$ cat src/rtl/raminfr_pkg.sv
// Shared constants for the parametrised dual-port synchronous RAM family.
package raminfr_pkg;

  localparam int unsigned RDW_WRITE_FIRST = 0;
  localparam int unsigned RDW_READ_FIRST  = 1;

  localparam logic [0:0] ST_IDLE  = 1'b0;
  localparam logic [0:0] ST_CLEAR = 1'b1;

  // True when a same-cycle write must be forwarded to a colliding read.
  function automatic logic rdw_forward(input int unsigned mode, input logic wr, input logic hit);
    return (mode == RDW_WRITE_FIRST) && wr && hit;
  endfunction

endpackage

$ cat src/rtl/raminfr_rd_pipe.sv
// Read-data pipeline for one RAM port: synchronous read stage plus optional output register.
module raminfr_rd_pipe #(
  parameter int unsigned DATA_W  = 4,
  parameter int unsigned OUT_REG = 0
) (
  input  logic              clk,
  input  logic              rst,
  input  logic [DATA_W-1:0] raw,
  input  logic              raw_valid,
  output logic [DATA_W-1:0] data,
  output logic              valid
);

  logic [DATA_W-1:0] s1_data;
  logic              s1_valid;

  // First stage captures the array output only on an accepted read, otherwise holds.
  always_ff @(posedge clk) begin
    if (rst) begin
      s1_data  <= '0;
      s1_valid <= 1'b0;
    end else begin
      s1_valid <= raw_valid;
      if (raw_valid) begin
        s1_data <= raw;
      end
    end
  end

  generate
    if (OUT_REG != 0) begin : g_out_reg
      always_ff @(posedge clk) begin
        if (rst) begin
          data  <= '0;
          valid <= 1'b0;
        end else begin
          valid <= s1_valid;
          if (s1_valid) begin
            data <= s1_data;
          end
        end
      end
    end else begin : g_no_out_reg
      assign data  = s1_data;
      assign valid = s1_valid;
    end
  endgenerate

endmodule

$ cat src/rtl/raminfr_dp_sync.sv
// Dual-port RAM: port A read/write, port B read-only, synchronous reads, reset-driven clear sweep.
module raminfr_dp_sync
  import raminfr_pkg::*;
#(
  parameter int unsigned DATA_W         = 4,
  parameter int unsigned ADDR_W         = 5,
  parameter int unsigned OUT_REG        = 0,
  parameter int unsigned RDW_MODE       = 0,
  parameter int unsigned CLEAR_ON_RESET = 1
) (
  input  logic              clk,
  input  logic              rst,
  input  logic              we,
  input  logic              re,
  input  logic [ADDR_W-1:0] a,
  input  logic [DATA_W-1:0] di,
  output logic [DATA_W-1:0] spo,
  output logic              spo_valid,
  input  logic              dpre,
  input  logic [ADDR_W-1:0] dpra,
  output logic [DATA_W-1:0] dpo,
  output logic              dpo_valid,
  output logic              init_busy
);

  localparam int unsigned DEPTH = 1 << ADDR_W;
  localparam logic [ADDR_W-1:0] LAST_ADDR = ADDR_W'(DEPTH - 1);

  logic [DATA_W-1:0] mem [DEPTH];

  logic [0:0]        state;
  logic [0:0]        state_next;
  logic [ADDR_W-1:0] clr_addr;
  logic [ADDR_W-1:0] clr_addr_next;
  logic              clr_we_c;
  logic              idle_c;
  logic              wr_en_c;
  logic              rd_a_c;
  logic              rd_b_c;
  logic [DATA_W-1:0] raw_a_c;
  logic [DATA_W-1:0] raw_b_c;

  // Clear sequencer state register; a reset mid-sweep restarts from address 0.
  always_ff @(posedge clk) begin
    if (rst) begin
      state     <= (CLEAR_ON_RESET != 0) ? ST_CLEAR : ST_IDLE;
      clr_addr  <= '0;
      init_busy <= (CLEAR_ON_RESET != 0);
    end else begin
      state     <= state_next;
      clr_addr  <= clr_addr_next;
      init_busy <= (state_next == ST_CLEAR);
    end
  end

  always_comb begin
    state_next    = state;
    clr_addr_next = clr_addr;
    clr_we_c      = 1'b0;
    case (state)
      ST_IDLE: begin
        state_next = ST_IDLE;
      end
      ST_CLEAR: begin
        clr_we_c      = 1'b1;
        clr_addr_next = clr_addr + ADDR_W'(1);
        if (clr_addr == LAST_ADDR) begin
          state_next = ST_IDLE;
        end
      end
      default: begin
        state_next = ST_IDLE;
      end
    endcase
  end

  // Requests are honoured only in normal operation and never on a reset edge.
  assign idle_c  = (state == ST_IDLE) && !rst;
  assign wr_en_c = idle_c && we;
  assign rd_a_c  = idle_c && re;
  assign rd_b_c  = idle_c && dpre;

  // Port A always collides with its own write; port B only when addresses match.
  assign raw_a_c = rdw_forward(RDW_MODE, wr_en_c, 1'b1)         ? di : mem[a];
  assign raw_b_c = rdw_forward(RDW_MODE, wr_en_c, (dpra == a))  ? di : mem[dpra];

  always_ff @(posedge clk) begin
    if (clr_we_c && !rst) begin
      mem[clr_addr] <= '0;
    end else if (wr_en_c) begin
      mem[a] <= di;
    end
  end

  raminfr_rd_pipe #(
    .DATA_W  (DATA_W),
    .OUT_REG (OUT_REG)
  ) u_pipe_a (
    .clk       (clk),
    .rst       (rst),
    .raw       (raw_a_c),
    .raw_valid (rd_a_c),
    .data      (spo),
    .valid     (spo_valid)
  );

  raminfr_rd_pipe #(
    .DATA_W  (DATA_W),
    .OUT_REG (OUT_REG)
  ) u_pipe_b (
    .clk       (clk),
    .rst       (rst),
    .raw       (raw_b_c),
    .raw_valid (rd_b_c),
    .data      (dpo),
    .valid     (dpo_valid)
  );

endmodule

$ cat config.mk
export PLATFORM = sky130hd
export DESIGN_NAME = raminfr_dp_sync
export DESIGN_NICKNAME = d
export VERILOG_FILES = /design/src/rtl/raminfr_pkg.sv /design/src/rtl/raminfr_rd_pipe.sv /design/src/rtl/raminfr_dp_sync.sv
export SDC_FILE = /design/constraint.sdc
export NUM_CORES = 1
export LEC_CHECK = 0
export CORE_UTILIZATION = 45
export DETAILED_ROUTE_END_ITERATION = 16
export SYNTH_ARGS = -nofsm -noshare
export SYNTH_HDL_FRONTEND = slang
export SYNTH_SLANG_ARGS = --single-unit
$ cat constraint.sdc
create_clock -name clk -period 3.2 [get_ports clk]
set_input_delay 0.64 -clock clk [delete_from_list [all_inputs] [get_ports clk]]
set_output_delay 0.64 -clock clk [all_outputs]
set_load 0.01 [all_outputs]
==> results of run 1 <==
==> per-layer routing <==
layer,wire length (um),global-route usage,vias up
met5,0,0,-
met4,613,0.123,0
met3,1410,0.0586,34
met2,8300,0.366,187
met1,7840,0.332,2144
li1,-,-,1938
==> cell families (layout without fill, tap and decap cells) <==
group	after synthesis	count (layout)	synth area share
fa+ha+maj	2	2	0.00353
xor+xnor	6	6	0.00742
mux	105	105	0.259
buf+inv	35	110	0.0231
flops	144	144	0.588
simple gates	109	109	0.0723
compound gates	51	51	0.0468
==> report_power, final <==
part	switching (W)	total (W)	internal [W]	leakage [nW]
registers	0.0000109	0.00204	0.00203	1.15
logic	0.000164	0.000316	0.000152	1.31
clock network	0.000758	0.00206	0.00131	0.299
total	0.000933	0.00442	0.00349	2.76
==> critical path, delay by kind of cell <==
family	cells	cell delay, ns
buffers and inverters	3	0.81
AND/OR/NAND/NOR	3	0.88
multiplexers	1	0.23
==> area by class of cell <==
cell class                 instances  area share
sequential                       144       0.489
multi-input combinational        273       0.324
timing repair buffer              72      0.0811
clock buffer                      19      0.0508
tap                              211      0.0310
clock inverter                    13      0.0217
inverter                           6     0.00264
==> sequential cells by signal, summed over array words and instances (netlist names) <==
name and count:
mem 128, clr_addr 5, u_pipe_a.data 4, u_pipe_b.data 4
state 1, u_pipe_a.valid 1, u_pipe_b.valid 1
==> through the flow <==
step / power [W] / instance area, sq um / cells / setup WS [ns]
after floorplan: 0.00227 / 7080 / 452 / 0.739
after global placement: 0.00239 / 7900 / 706 / 0.281
after detailed placement: 0.00240 / 7900 / 706 / 0.232
after CTS: 0.00446 / 8520 / 738 / 0.691
after global routing: 0.00455 / 8520 / 738 / 0.545
final: 0.00442 / 8520 / 738 / 0.696
==> cells in the mapped netlist, drive strengths merged, types with 3 or more instances <==
master and count:
nand3 5, edfxtp 128, nor2 42, dfxtp 16
xor2 4, and3 3, nand2b 5, o22ai 5
o21ai 14, nand2 30, mux2i 43, nor2b 6
inv 6, and2 5, a21oi 7, a22oi 18
buf 15, clkbuf 14, mux4 60
==> final timing paths <==
| check | start | to | slack [ns] | depth (start not counted) |
|---|---|---|---|---|
| max reg2reg | state | mem[25][2] | 0.85 | 6 |
| max | we | mem[25][2] | 0.70 | 7 |
| min | u_pipe_b.data[1] | u_pipe_b.data[1] | 0.46 | 2 |
| min reg2reg | u_pipe_b.data[1] | u_pipe_b.data[1] | 0.46 | 2 |
==> layout by cell type (no fill, tap or decap), types with 6 or more instances in the layout <==
cell,instances
clkbuf_16,17
a21oi_1,7
mux2i_1,43
nor2b_1,6
edfxtp_1,128
buf_4,36
mux4_2,52
nand2_1,30
a22oi_1,18
mux4_1,8
buf_12,7
o21ai_1,9
dfxtp_1,16
nor2_1,42
clkdlybuf4s50_1,27
==> results.md, run 1 <==
- Syn Nets: 473
- Iteration-0 DRC count of the detailed router: 404
- Final Hold Vio Count: 0
- Worst-margin pin slew: 0.571 ns
- CP Cell Sequence: clkdlybuf4s50_1, nor3b_2, buf_12, mux2i_1, buf_4, nand2_1, nor2_1
- First-pass GRT wire length: 27,700 um
- Min-delay worst type: reg -> reg
- Startpoint class of the critical path: input pin
- Post-synth top area share: 0.543
- Antenna cell count: 0
- Worst hold slack: 0.462 ns
- Port bufs: 29
- All-Layer GR Usage: 0.244
- Starting Density: 0.464
- CTS tree: yes
- Antenna violations before repair: 0
- Post-synthesis sequential area ratio: 0.588
- Top cells by area, synth: edfxtp_1, mux4_2, mux2i_1, dfxtp_1, mux4_1
- Number of cell rows: 45
- Outcome: completed
- Die H: 127 um
- Cts repair resizes: 0
- Post-synth EDFFs: 128
- Top_reg_cell synth: edfxtp_1
- Avg Vias per Cell: 5.83
- Post-Syn Area: 7080 sq um
- Post-synthesis cell type count: 43
- Worst VDD drop: 0.326 mV
- Layout cell share with drive strength beyond 1: 0.247
- WS Path Type: in -> reg
- Core ar.: 15,300 sq um
- Clock insertion delay at the later pin of the skew report: 0.42 ns
- Mapped Cells: 452
- Total iterations of the first detailed-routing run: 4
- H-tree lvl count: 4
- Die Wd: 127 um
- Power per cell area: 519 nW/um^2
- Max transition margin: 0.618
- Pleak: 2.76 nW
- FFs w/ async S/R, synth: 0
- Setup bufs post-CTS: 0
- Worst Skew: 0.00797 ns
- Final Wtd Congestion: 0.886
- CTS Buf Count: 17
- RSZ-0062 raised after global routing: no
- Hold Buf Count CTS: 0
- Crit-path max FO: 16
- Post-DR wirelength/cell: 24.6 um
- IO Count: 30
- Slew Viols, Final: 0
- Multi-input logic area: 2760 sq um
- Slowest CP cell: clkdlybuf4s50_1
- Area grow syn2layout: 20.3%
- Utilization after layout: 0.558
- Area of the die: 16,200 sq um
- DRC Markers: 0
- Root Driver: clkbuf_16
- Worst EP required: 3.27 ns
- Grt ovf: 0
- Post-synthesis register bit count: 144
- Synth warn: 0
- CP max stage delay: 0.47 ns
- Worst Setup End Kind: flip-flop
- CTS Sinks: 144
- Largest area contributor in the netlist: edfxtp_1
- Worst-path clk slew: 0.06 ns
- Filler Cell Count: 1,164
- Dpl hpwl: 12,900 um
- Largest net degree at the start of global routing: 42
- Finish-stage setup viols: 0
- Arr. time, crit path: 2.58 ns
- Total negative slack: 0 ns
- Routed via count: 4,303
- Layout net count: 535
- Bufs on Longest Clock Path: 2
- Max_cap viols: 0
- Detail Route Antenna Nets: 0
- FMAX: 0.399 GHz
- Seq. cell area: 4160 sq um
- Vias in the first global route: 4,429
- Crit path time final: 2.50 ns
- Synth Area per Inst: 15.7 sq um
- Final wirelength: 18,200 um
- Final Cycle Share: 0.782
Power figures use the tool's default switching activity.
==> inputs of run 2 (changes only) <==
- clock period: 3.2 -> 2.3 ns (I/O delays scaled with it)
==> run 2 against run 1 <==
Against the previous run:
- routed wire length is 1.5% higher
- critical path type unchanged
- core utilization increased by 2.0 points
- first-iteration DRC count grew 5.7%
- final area rose by 3.5%
==> results.md, run 2 (synthesized netlist as in run 1, its figures left out) <==
- Max reg flops: 128
- DRC Markers: 0
- Root Driver: clkbuf_16
- Final Hold Vio Count: 0
- End of the critical path: mem[24][3]
- Antenna cell count: 0
- Setup bufs post-CTS: 0
- Worst Setup End Kind: flip-flop
- Clock insertion delay at the later pin of the skew report: 0.43 ns
- Top reg by flops: mem
- Final Cycle Share: 0.944
- Worst flop-to-flop path endpoint: mem[24][3]
- Avg Vias per Cell: 5.90
- Largest registers: mem: 128 flops, clr_addr: 5 flops
- H-tree lvl count: 4
- CP startpoint: we
- CTS tree: yes
- Vias in the first global route: 4,544
- Die H: 127 um
- Pleak: 2.91 nW
- Number of cell rows: 45
- Antenna violations before repair: 0
- CTS Sinks: 144
- IO Count: 30
- Arr. time, crit path: 2.31 ns
- Routed via count: 4,514
- Total iterations of the first detailed-routing run: 7
- Finish-stage setup viols: 0
- Dpl hpwl: 13,200 um
- Outcome: completed
- Most common cell after layout, fill and taps aside: edfxtp_1
- All-Layer GR Usage: 0.244
- Area of the die: 16,200 sq um
- Startpoint class of the critical path: input pin
- Final worst slack: 0.130 ns
- Crit-path max FO: 8
- Starting Density: 0.464
- Bufs on Longest Clock Path: 2
- Worst EP required: 2.44 ns
- DP Worst Slack: -0.326 ns
- Reg2Reg Setup Slack: 0.24 ns
- Port bufs: 29
- Largest net degree at the start of global routing: 29
- Tot Pwr: 0.00635 W
- Iteration-0 DRC count of the detailed router: 427
- Most frequent cells in the layout: edfxtp_1, buf_4, mux4_2
- Min-delay worst type: reg -> reg
- Worst-path clk slew: 0.06 ns
- CTS Buf Count: 17
- Hold Buf Count CTS: 0
- Worst VDD drop: 0.532 mV
- Worst-margin pin slew: 0.414 ns
- Core ar.: 15,300 sq um
- Power per cell area: 720 nW/um^2
- First-pass GRT wire length: 27,900 um
- Area grow syn2layout: 24.5%
- Cts repair resizes: 0
- Crit path time final: 2.17 ns
- Layout net count: 562
- Max transition margin: 0.723
- Worst Skew: 0.00803 ns
- Post-DR wirelength/cell: 24.1 um
- Grt ovf: 0
- Final wirelength: 18,400 um
- Layout cell share with drive strength beyond 1: 0.289
- WS Path Type: in -> reg
- Cell depth of the worst flop-to-flop path: 10
- Worst hold path startpoint: u_pipe_b.data[1]
- FMAX: 0.461 GHz
- Die Wd: 127 um
- Slew Viols, Final: 0
- Max_cap viols: 0
- Detail Route Antenna Nets: 0
- Critical R2R Launch: state
- Final Wtd Congestion: 0.833
[run 2: changes by cell type in the layout (fill, tap and decap cells not counted), moves of 2 or more]
cell        delta
nor2_1         -2
buf_4         +22
clkinvlp_4     +4
buf_12         +5
nor2_2         +2
clkinv_4       -2
[run 2: worst max-delay path: stages]
cell and delay (ns):
clkdlybuf4s50_1 0.49, buf_4 0.14, nor2b_1 0.13, buf_4 0.14, nand2b_1 0.05, a21oi_1 0.22
nand2_1 0.10, buf_4 0.19, buf_4 0.14, nor2_1 0.10, buf_4 0.16
[run 2: cell type report]
class                      count  area, sq um
fill                        1192         6440
sequential                   144         4160
multi-input combinational    273         2770
timing repair buffer          99          956
clock buffer                  18          429
tap                          211          264
clock inverter                14          214
inverter                       6         22.5
[run 2: worst min path at each step]
stage	to	slack [ns]	cells past startpoint
finish	u_pipe_b.data[1]	0.46	2
global route	u_pipe_b.data[0]	0.49	2
CTS	u_pipe_b.data[1]	0.47	2
detailed placement	u_pipe_b.data[1]	0.46	2
global placement	u_pipe_b.data[3]	0.45	2
floorplan	u_pipe_b.data[0]	0.48	2
[run 2: metal layers]
metal  GRT usage  up-vias  part of all wire
li1            -     2000                 -
met3      0.0536       33             0.077
met2       0.376      201              0.47
met5           0        -                 0
met4       0.101        0             0.026
met1       0.337     2280              0.43
[run 2: report_power, final]
group          total (W)  switching [W]  internal, W
registers        0.00284      0.0000175      0.00283
logic           0.000484       0.000238     0.000246
clock network    0.00302        0.00110      0.00192
[run 2: metrics by stage]
step | hold slack (ns) | std cells | TNS (ns) | utilization | instance area, sq um
finish | 0.461 | 765 | 0 | 0.578 | 8820
global route | 0.492 | 765 | -0.0114 | 0.578 | 8820
CTS | 0.466 | 765 | 0 | 0.577 | 8810
detailed placement | 0.457 | 733 | -29.89 | 0.535 | 8170
global placement | 0.453 | 733 | -30.77 | 0.535 | 8170
floorplan | 0.482 | 452 | 0 | - | 7080
==> inputs of run 3 (changes only) <==
- CTS_CLUSTER_SIZE: unset -> 14
==> results of run 3 <==
Same layout as run 2: the final DEF is identical, and so are final timing and power.
